$ cat config.mk
export PLATFORM = sky130hd
export DESIGN_NAME = mc_sequencer_flat
export DESIGN_NICKNAME = d
export VERILOG_FILES = /design/src/rtl/mc_pkg.sv /design/src/rtl/mc_sequencer_if.sv /design/src/rtl/mc_decoder.sv /design/src/rtl/mc_sequencer.sv /design/src/flat_wrapper.sv
export SDC_FILE = /design/constraint.sdc
export NUM_CORES = 1
export LEC_CHECK = 0
export ABC_AREA = 1
export BUFFER_PORTS_ARGS = -buffer_cell sky130_fd_sc_hd__buf_2
export CORE_ASPECT_RATIO = 0.5
export CORE_MARGIN = 3
export CORE_UTILIZATION = 30
export DETAILED_ROUTE_END_ITERATION = 10
export GPL_TIMING_DRIVEN = 0
export PLACE_DENSITY = 0.59
export SLEW_MARGIN = 40
export SYNTH_ARGS = -nofsm -noshare
export SYNTH_HDL_FRONTEND = slang
export SYNTH_SLANG_ARGS = --single-unit
$ cat constraint.sdc
create_clock -name clk -period 2.29 [get_ports clk]
set_input_delay 0.229 -clock clk [delete_from_list [all_inputs] [get_ports clk]]
set_output_delay 0.229 -clock clk [all_outputs]
set_load 0.01 [all_outputs]
$ cat src/rtl/mc_pkg.sv
// rtl/mc_pkg.sv - shared encodings and control bundle for the multi-cycle sequencer
package mc_pkg;

    typedef enum logic [2:0] {
        ST_FETCH  = 3'd0,
        ST_DECODE = 3'd1,
        ST_EXEC   = 3'd2,
        ST_MEM    = 3'd3,
        ST_WB     = 3'd4,
        ST_HALT   = 3'd5
    } state_e;

    localparam logic [6:0] OP_R      = 7'b0110011;
    localparam logic [6:0] OP_IALU   = 7'b0010011;
    localparam logic [6:0] OP_LOAD   = 7'b0000011;
    localparam logic [6:0] OP_STORE  = 7'b0100011;
    localparam logic [6:0] OP_BRANCH = 7'b1100011;
    localparam logic [6:0] OP_JAL    = 7'b1101111;

    localparam logic [1:0] WB_DM  = 2'b00;
    localparam logic [1:0] WB_ALU = 2'b01;
    localparam logic [1:0] WB_PC4 = 2'b10;

    localparam logic OP1_PC  = 1'b0;
    localparam logic OP1_RS1 = 1'b1;
    localparam logic OP2_RS2 = 1'b0;
    localparam logic OP2_IMM = 1'b1;

    localparam logic [4:0] BR_NONE = 5'b11111;

    typedef enum logic [2:0] {
        CLS_R       = 3'd0,
        CLS_IALU    = 3'd1,
        CLS_LOAD    = 3'd2,
        CLS_STORE   = 3'd3,
        CLS_BRANCH  = 3'd4,
        CLS_JAL     = 3'd5,
        CLS_ILLEGAL = 3'd6
    } instr_cls_e;

    typedef struct packed {
        instr_cls_e cls;
        logic [4:0] rs1;
        logic [4:0] rs2;
        logic [4:0] rd;
        logic [2:0] alu_func3;
        logic       alu_subsra;
        logic       op1_sel;
        logic       op2_sel;
        logic [1:0] wb_sel;
        logic [4:0] br_op;
    } ctrl_t;

    function automatic instr_cls_e classify(input logic [6:0] opcode);
        case (opcode)
            OP_R:      return CLS_R;
            OP_IALU:   return CLS_IALU;
            OP_LOAD:   return CLS_LOAD;
            OP_STORE:  return CLS_STORE;
            OP_BRANCH: return CLS_BRANCH;
            OP_JAL:    return CLS_JAL;
            default:   return CLS_ILLEGAL;
        endcase
    endfunction

endpackage

$ cat src/rtl/mc_sequencer_if.sv
// rtl/mc_sequencer_if.sv - instruction/memory handshake and control outputs of the sequencer
interface mc_sequencer_if;
    logic [31:0] instr;
    logic        branch_taken;
    logic        dm_ready;

    logic        ir_load;
    logic        pc_write;
    logic        pc_sel;
    logic [4:0]  rs1;
    logic [4:0]  rs2;
    logic [4:0]  rd;
    logic        rf_wenable;
    logic        dm_req;
    logic        dm_wenable;
    logic [2:0]  alu_func3;
    logic        alu_subsra;
    logic        op1_sel;
    logic        op2_sel;
    logic [1:0]  wb_sel;
    logic [4:0]  br_op;
    logic [2:0]  state;
    logic        halted;
    logic        illegal;
    logic        timeout;
    logic [31:0] retired;

    modport master (
        output instr, branch_taken, dm_ready,
        input  ir_load, pc_write, pc_sel, rs1, rs2, rd, rf_wenable, dm_req, dm_wenable,
        input  alu_func3, alu_subsra, op1_sel, op2_sel, wb_sel, br_op,
        input  state, halted, illegal, timeout, retired
    );

    modport slave (
        input  instr, branch_taken, dm_ready,
        output ir_load, pc_write, pc_sel, rs1, rs2, rd, rf_wenable, dm_req, dm_wenable,
        output alu_func3, alu_subsra, op1_sel, op2_sel, wb_sel, br_op,
        output state, halted, illegal, timeout, retired
    );
endinterface

$ cat src/rtl/mc_decoder.sv
// rtl/mc_decoder.sv - purely combinational map from instruction word to control bundle
module mc_decoder
    import mc_pkg::*;
(
    input  logic [31:0] instr,
    output ctrl_t       ctrl
);

    instr_cls_e cls;
    logic [2:0] funct3;
    logic       unused_bits;

    assign funct3      = instr[14:12];
    assign unused_bits = ^{instr[31], instr[29:25]};

    always_comb begin
        cls             = classify(instr[6:0]);
        ctrl            = '0;
        ctrl.cls        = cls;
        ctrl.rs1        = instr[19:15];
        ctrl.rs2        = instr[24:20];
        ctrl.rd         = instr[11:7];
        ctrl.alu_func3  = 3'b000;
        ctrl.alu_subsra = 1'b0;
        ctrl.op1_sel    = OP1_RS1;
        ctrl.op2_sel    = OP2_IMM;
        ctrl.wb_sel     = WB_ALU;
        ctrl.br_op      = BR_NONE;
        // address/target computations use the ALU as a plain adder
        case (cls)
            CLS_R: begin
                ctrl.alu_func3  = funct3;
                ctrl.alu_subsra = instr[30];
                ctrl.op2_sel    = OP2_RS2;
            end
            CLS_IALU: begin
                ctrl.alu_func3  = funct3;
                ctrl.alu_subsra = (funct3 == 3'b101) ? instr[30] : 1'b0;
            end
            CLS_LOAD: begin
                ctrl.wb_sel = WB_DM;
            end
            CLS_BRANCH: begin
                ctrl.op1_sel = OP1_PC;
                ctrl.br_op   = {2'b00, funct3};
            end
            CLS_JAL: begin
                ctrl.op1_sel = OP1_PC;
                ctrl.wb_sel  = WB_PC4;
            end
            default: begin
            end
        endcase
    end

endmodule

$ cat src/rtl/mc_sequencer.sv
// rtl/mc_sequencer.sv - multi-cycle FETCH/DECODE/EXEC/MEM/WB control FSM with wait and retire counters
module mc_sequencer
    import mc_pkg::*;
#(
    parameter int MAX_WAIT = 15
) (
    input  logic          clk,
    input  logic          reset,
    mc_sequencer_if.slave bus
);

    localparam int              WW        = (MAX_WAIT < 2) ? 1 : $clog2(MAX_WAIT + 1);
    localparam logic [WW-1:0]   WAIT_LAST = WW'(MAX_WAIT - 1);

    state_e        state_q;
    ctrl_t         ctrl_q;
    ctrl_t         ctrl_dec;
    logic [WW-1:0] wait_q;
    logic [31:0]   retired_q;
    logic          illegal_q;
    logic          timeout_q;

    logic is_load;
    logic is_store;
    logic is_branch;
    logic is_jal;
    logic ir_load;
    logic pc_write;
    logic pc_sel;
    logic rf_wenable;
    logic dm_req;
    logic dm_wenable;

    mc_decoder u_decoder (
        .instr (bus.instr),
        .ctrl  (ctrl_dec)
    );

    assign is_load   = (ctrl_q.cls == CLS_LOAD);
    assign is_store  = (ctrl_q.cls == CLS_STORE);
    assign is_branch = (ctrl_q.cls == CLS_BRANCH);
    assign is_jal    = (ctrl_q.cls == CLS_JAL);

    // Strobes depend only on registered state/fields plus the two handshake inputs;
    // reset masks them so an abandoned instruction never commits.
    always_comb begin
        ir_load    = 1'b0;
        pc_write   = 1'b0;
        pc_sel     = 1'b0;
        rf_wenable = 1'b0;
        dm_req     = 1'b0;
        dm_wenable = 1'b0;
        if (!reset) begin
            case (state_q)
                ST_FETCH: ir_load = 1'b1;
                ST_EXEC: begin
                    if (is_branch) begin
                        pc_write = 1'b1;
                        pc_sel   = bus.branch_taken;
                    end
                end
                ST_MEM: begin
                    dm_req = 1'b1;
                    if (bus.dm_ready && is_store) begin
                        dm_wenable = 1'b1;
                        pc_write   = 1'b1;
                    end
                end
                ST_WB: begin
                    pc_write   = 1'b1;
                    pc_sel     = is_jal;
                    rf_wenable = (ctrl_q.rd != 5'd0);
                end
                default: begin
                end
            endcase
        end
    end

    always_ff @(posedge clk) begin
        if (reset) begin
            state_q   <= ST_FETCH;
            ctrl_q    <= '0;
            wait_q    <= '0;
            retired_q <= '0;
            illegal_q <= 1'b0;
            timeout_q <= 1'b0;
        end else begin
            if (pc_write) begin
                retired_q <= retired_q + 32'd1;
            end
            case (state_q)
                ST_FETCH: state_q <= ST_DECODE;
                ST_DECODE: begin
                    ctrl_q <= ctrl_dec;
                    if (ctrl_dec.cls == CLS_ILLEGAL) begin
                        state_q   <= ST_HALT;
                        illegal_q <= 1'b1;
                    end else begin
                        state_q <= ST_EXEC;
                    end
                end
                ST_EXEC: begin
                    case (ctrl_q.cls)
                        CLS_R, CLS_IALU, CLS_JAL: state_q <= ST_WB;
                        CLS_LOAD, CLS_STORE: begin
                            state_q <= ST_MEM;
                            wait_q  <= '0;
                        end
                        default: state_q <= ST_FETCH;
                    endcase
                end
                ST_MEM: begin
                    if (bus.dm_ready) begin
                        wait_q  <= '0;
                        state_q <= is_load ? ST_WB : ST_FETCH;
                    end else if (wait_q == WAIT_LAST) begin
                        state_q   <= ST_HALT;
                        timeout_q <= 1'b1;
                    end else begin
                        wait_q <= wait_q + 1'b1;
                    end
                end
                ST_WB:   state_q <= ST_FETCH;
                ST_HALT: state_q <= ST_HALT;
                default: state_q <= ST_HALT;
            endcase
        end
    end

    assign bus.ir_load    = ir_load;
    assign bus.pc_write   = pc_write;
    assign bus.pc_sel     = pc_sel;
    assign bus.rf_wenable = rf_wenable;
    assign bus.dm_req     = dm_req;
    assign bus.dm_wenable = dm_wenable;
    assign bus.rs1        = ctrl_q.rs1;
    assign bus.rs2        = ctrl_q.rs2;
    assign bus.rd         = ctrl_q.rd;
    assign bus.alu_func3  = ctrl_q.alu_func3;
    assign bus.alu_subsra = ctrl_q.alu_subsra;
    assign bus.op1_sel    = ctrl_q.op1_sel;
    assign bus.op2_sel    = ctrl_q.op2_sel;
    assign bus.wb_sel     = ctrl_q.wb_sel;
    assign bus.br_op      = ctrl_q.br_op;
    assign bus.state      = state_q;
    assign bus.halted     = (state_q == ST_HALT);
    assign bus.illegal    = illegal_q;
    assign bus.timeout    = timeout_q;
    assign bus.retired    = retired_q;

endmodule

$ cat src/flat_wrapper.sv
// flat-port wrapper written by rule: the top's interface ports become plain ports
module mc_sequencer_flat import mc_pkg::*;
#(
    parameter int MAX_WAIT = 15
)
  (clk, reset, bus_instr, bus_branch_taken, bus_dm_ready, bus_ir_load, bus_pc_write, bus_pc_sel, bus_rs1, bus_rs2, bus_rd, bus_rf_wenable, bus_dm_req, bus_dm_wenable, bus_alu_func3, bus_alu_subsra, bus_op1_sel, bus_op2_sel, bus_wb_sel, bus_br_op, bus_state, bus_halted, bus_illegal, bus_timeout, bus_retired);
  mc_sequencer_if bus_i ();
  input  logic clk;
  input  logic reset;
  input wire logic [$bits(bus_i.instr)-1:0] bus_instr;
  input wire logic [$bits(bus_i.branch_taken)-1:0] bus_branch_taken;
  input wire logic [$bits(bus_i.dm_ready)-1:0] bus_dm_ready;
  output wire logic [$bits(bus_i.ir_load)-1:0] bus_ir_load;
  output wire logic [$bits(bus_i.pc_write)-1:0] bus_pc_write;
  output wire logic [$bits(bus_i.pc_sel)-1:0] bus_pc_sel;
  output wire logic [$bits(bus_i.rs1)-1:0] bus_rs1;
  output wire logic [$bits(bus_i.rs2)-1:0] bus_rs2;
  output wire logic [$bits(bus_i.rd)-1:0] bus_rd;
  output wire logic [$bits(bus_i.rf_wenable)-1:0] bus_rf_wenable;
  output wire logic [$bits(bus_i.dm_req)-1:0] bus_dm_req;
  output wire logic [$bits(bus_i.dm_wenable)-1:0] bus_dm_wenable;
  output wire logic [$bits(bus_i.alu_func3)-1:0] bus_alu_func3;
  output wire logic [$bits(bus_i.alu_subsra)-1:0] bus_alu_subsra;
  output wire logic [$bits(bus_i.op1_sel)-1:0] bus_op1_sel;
  output wire logic [$bits(bus_i.op2_sel)-1:0] bus_op2_sel;
  output wire logic [$bits(bus_i.wb_sel)-1:0] bus_wb_sel;
  output wire logic [$bits(bus_i.br_op)-1:0] bus_br_op;
  output wire logic [$bits(bus_i.state)-1:0] bus_state;
  output wire logic [$bits(bus_i.halted)-1:0] bus_halted;
  output wire logic [$bits(bus_i.illegal)-1:0] bus_illegal;
  output wire logic [$bits(bus_i.timeout)-1:0] bus_timeout;
  output wire logic [$bits(bus_i.retired)-1:0] bus_retired;
  assign bus_i.instr = bus_instr;
  assign bus_i.branch_taken = bus_branch_taken;
  assign bus_i.dm_ready = bus_dm_ready;
  assign bus_ir_load = bus_i.ir_load;
  assign bus_pc_write = bus_i.pc_write;
  assign bus_pc_sel = bus_i.pc_sel;
  assign bus_rs1 = bus_i.rs1;
  assign bus_rs2 = bus_i.rs2;
  assign bus_rd = bus_i.rd;
  assign bus_rf_wenable = bus_i.rf_wenable;
  assign bus_dm_req = bus_i.dm_req;
  assign bus_dm_wenable = bus_i.dm_wenable;
  assign bus_alu_func3 = bus_i.alu_func3;
  assign bus_alu_subsra = bus_i.alu_subsra;
  assign bus_op1_sel = bus_i.op1_sel;
  assign bus_op2_sel = bus_i.op2_sel;
  assign bus_wb_sel = bus_i.wb_sel;
  assign bus_br_op = bus_i.br_op;
  assign bus_state = bus_i.state;
  assign bus_halted = bus_i.halted;
  assign bus_illegal = bus_i.illegal;
  assign bus_timeout = bus_i.timeout;
  assign bus_retired = bus_i.retired;
  mc_sequencer #(.MAX_WAIT(MAX_WAIT)) u_core (.clk(clk), .reset(reset), .bus(bus_i));
endmodule
==> flow_summary_export.csv <==
group,metric,value,unit
status,status,"completed",
power_and_ir_drop,combPwrFrac,15.6,%
sta,fin_crit,2.06,ns
worst_setup_path,path_cells,"nand2_1, nor2_2, nand2_1, nand3_2, nand2_2, inv_2, buf_6, buf_2",
power_and_ir_drop,power.net_switching,0.905,mW
power_and_ir_drop,internal_power,2.47,mW
synthesis,ys.flop_type,"dfxtp_1",
clock_tree,cts.path.max_buffers,2,
global_route,overflow,0,
synthesis,synth.avg_cell_area,6.33,um2
power_and_ir_drop,clkPwrFrac,43.8,%
final_layout,post-route-cell-area,4850,um2
synthesis,synth_area_leaders,"dfxtp_1 (37%), nand2_1 (17%), nor2_1 (12%)",
placement,dpl-instance-area,4540,um2
sta,fmax,0.485,GHz
sta,min_period_over_period,90.1,%
global_route,grt_pass1_wl,18400,um
worst_setup_path,start_kind,"flop",
sta,hold_violations,0,
clock_tree,htree_levels,3,
power_and_ir_drop,switching_share,26.8,%
synthesis,async_reset_ff_share,0,%
synthesis,synth_most_common_cell,"nand2_1",
clock_tree,cts_sinks,71,
floorplanning,die_area,14200,um2
synthesis,synth-seq-cells,71,
clock_tree,root_buffer,"clkbuf_16",
worst_setup_path,worstSetupPathType,"reg2out",
synthesis,synth-adder-area-share,0.980,%
synthesis,synth.distinct_cells,30,
sta,drv_slew,0,
worst_setup_path,cp_common_cell,"nand2_1",
drt,post_drt_wl_per_cell,12.6,um
sta,worstMarginPinSlew,0.643,ns
synthesis,synth_mux_area_share,0,%
synthesis,syn_area,3830,um2
synthesis,syn-instance-count,605,
flow_run,drv_cap,0,
final_layout,n_antenna_cell,0,
power_and_ir_drop,peakVddDrop,418,uV
drt,wirelength,11200,um
placement,post-dp-hpwl,8620,um
drt,vias_per_cell,4.52,
floorplanning,core_region_area,12100,um2
synthesis,synth_compound_area_share,10.4,%
synthesis,synth_warnings,0,
final_layout,syn2layout_area_growth,26.6,%
power_and_ir_drop,leakage,2.16,nW
power_and_ir_drop,pwr_density_cell,697,nW/um2
synthesis,syn-num-nets,644,
power_and_ir_drop,seqPwrFrac,40.6,%
sta,relSlewSlack,57.2,%
sta,rsz0062_at_grt,"no",
global_route,antenna_found_initial,0,
hold_path,hp-class,"in2reg",
worst_setup_path,worstPathRequired,2.06,ns
global_route,track_usage,15.9,%
floorplanning,die_height,85.9,um
floorplanning,top_level_ports,108,
synthesis,synth-edff-count,0,
synthesis,seq_area_frac_synth,37.1,%
global_route,grt_pass1_vias,3819,
final_layout,nets,755,
floorplanning,die_w,166,um
synthesis,synth-xor-area-share,2.75,%
synthesis,synth_top_family_by_area,"simple AND/OR/NAND/NOR gates",
worst_setup_path,critPathMaxFanout,10,
drt,drc_errors,0,
clock_tree,cts-resized-gates,0,
drt,vias,4009,
drt,drt_pre_antenna_iters,4,
placement,io_buffers,100,
clock_tree,clkLatencyLatePin,0.34,ns
global_route,grt_max_degree,12,
placement,place_congestion,0.894,
sta,tns,0,ns
synthesis,synth_commonest_cells,"nand2_1 (170), nor2_1 (121), dfxtp_1 (71)",
drt,ant_nets,0,
final_layout,drive_gt1_share,21.2,%
worst_setup_path,crit_arrival,1.83,ns
clock_tree,clk_pin_slew,0.06,ns
drt,drt_iter0_markers,244,
clock_tree,cts_buffers,9,
clock_tree,cts_hold_buf,0,
clock_tree,cts_tree,"done",
sta,fin_skew,0.00831,ns
worst_setup_path,slowest_stage,"dfxtp_1",
clock_tree,post-cts-setup-buffer-count,0,
floorplanning,start_util,31.6,%
worst_setup_path,crit_path_end_kind,"primary output",
final_layout,nFillCells,1331,
synthesis,synth-simple-area-share,36.4,%
worst_setup_path,slowest_delay,0.42,ns
floorplanning,rows,28,
sta,setup_viol,0,
synthesis,yosysTopAreaCell,"dfxtp_1",
synthesis,synth_top_area_share,37.1,%
final_layout,final_util,40.0,%
==> cell families (layout without fill, tap and decap cells) <==
family,Yosys count,in the layout
compound gates,76,76
flops,71,71
fa+ha+maj,3,3
xor+xnor,12,12
simple gates,345,345
buf+inv,98,214
==> registers in the layout, summed over array words and instances, names as in the netlist <==
name	count
u_core.bus.alu_func3	3
u_core.bus.alu_subsra	1
u_core.bus.br_op	4
u_core.bus.illegal	1
u_core.bus.op1_sel	1
u_core.bus.op2_sel	1
u_core.bus.rd	5
u_core.bus.retired	32
u_core.bus.rs1	5
u_core.bus.rs2	5
u_core.bus.state	3
u_core.bus.timeout	1
u_core.bus.wb_sel	2
u_core.ctrl_q	3
u_core.wait_q	4
==> through the flow <==
stage | setup slack, ns | hold WS (ns) | total power, mW | std cells
after floorplan | 0.835 | 0.364 | 1.73 | 605
after global placement | 0.510 | 0.440 | 1.93 | 870
after detailed placement | 0.490 | 0.446 | 1.93 | 870
after CTS | 0.207 | 0.102 | 3.42 | 886
after global routing | 0.0689 | 0.124 | 3.53 | 886
final | 0.227 | 0.109 | 3.38 | 886
==> power by group through the flow <==
| stage | clock network, mW | registers (mW) | logic [mW] |
|---|---|---|---|
| 3_3_place_gp | 0 | 1.40 | 0.531 |
| 4_1_cts | 1.51 | 1.37 | 0.536 |
| 5_1_grt | 1.55 | 1.39 | 0.591 |
| 3_5_place_dp | 0 | 1.40 | 0.534 |
| 6_report | 1.48 | 1.37 | 0.527 |
| 2_1_floorplan | 0 | 1.39 | 0.340 |
==> critical path, delay by kind of cell, from the launching register on <==
| kind | cells | cell delay [ns] |
|---|---|---|
| simple gates | 5 | 0.58 |
| buf+inv | 3 | 0.49 |
| flops | 1 | 0.42 |
==> placed cells by master, fill, tap and decap left out, drive strengths merged <==
master / n
a311oi: 1
ha: 3
buf: 130
nand2: 171
nand3b: 3
bufinv: 1
nor4: 1
clkbuf: 27
nor2: 123
nand4: 3
nor3: 9
o21bai: 1
nand3: 35
a21oi: 37
a22oi: 1
clkinvlp: 1
dfxtp: 71
xnor2: 3
o22ai: 1
o211ai: 1
o21ai: 31
a31oi: 3
xor2: 9
inv: 55
==> cell type report <==
class	instances	area, um2	share of cell area, %
plain buffers	43	268	5.52
clock buffers	14	274	5.65
clock inverters	2	37.5	0.774
inverters	55	206	4.26
multi-input cells	436	1930	39.9
flip-flops and latches	71	1420	29.3
well taps	165	206	4.26
repair buffers	100	500	10.3
==> worst paths after layout <==
path | from | cells after the start | end | slack, ns
setup / recovery | u_core.bus.state[1] | 8 | bus_pc_write | 0.23
hold / removal | bus_instr[17] | 3 | u_core.bus.rs1[2] | 0.11
setup reg to reg | u_core.bus.retired[0] | 10 | u_core.bus.retired[28] | 0.57
hold reg to reg | u_core.bus.illegal | 2 | u_core.bus.illegal | 0.46
==> layer usage <==
metal	wire (um)	share of wire (%)	up-vias	global-route usage [%]
li1	-	-	2104	-
met1	5440	49	1813	19.9
met2	5100	46	77	27.1
met3	510	4.6	15	4.24
met4	141	1.3	0	4.91
met5	0	0	-	0
Power figures use the tool's default switching activity.
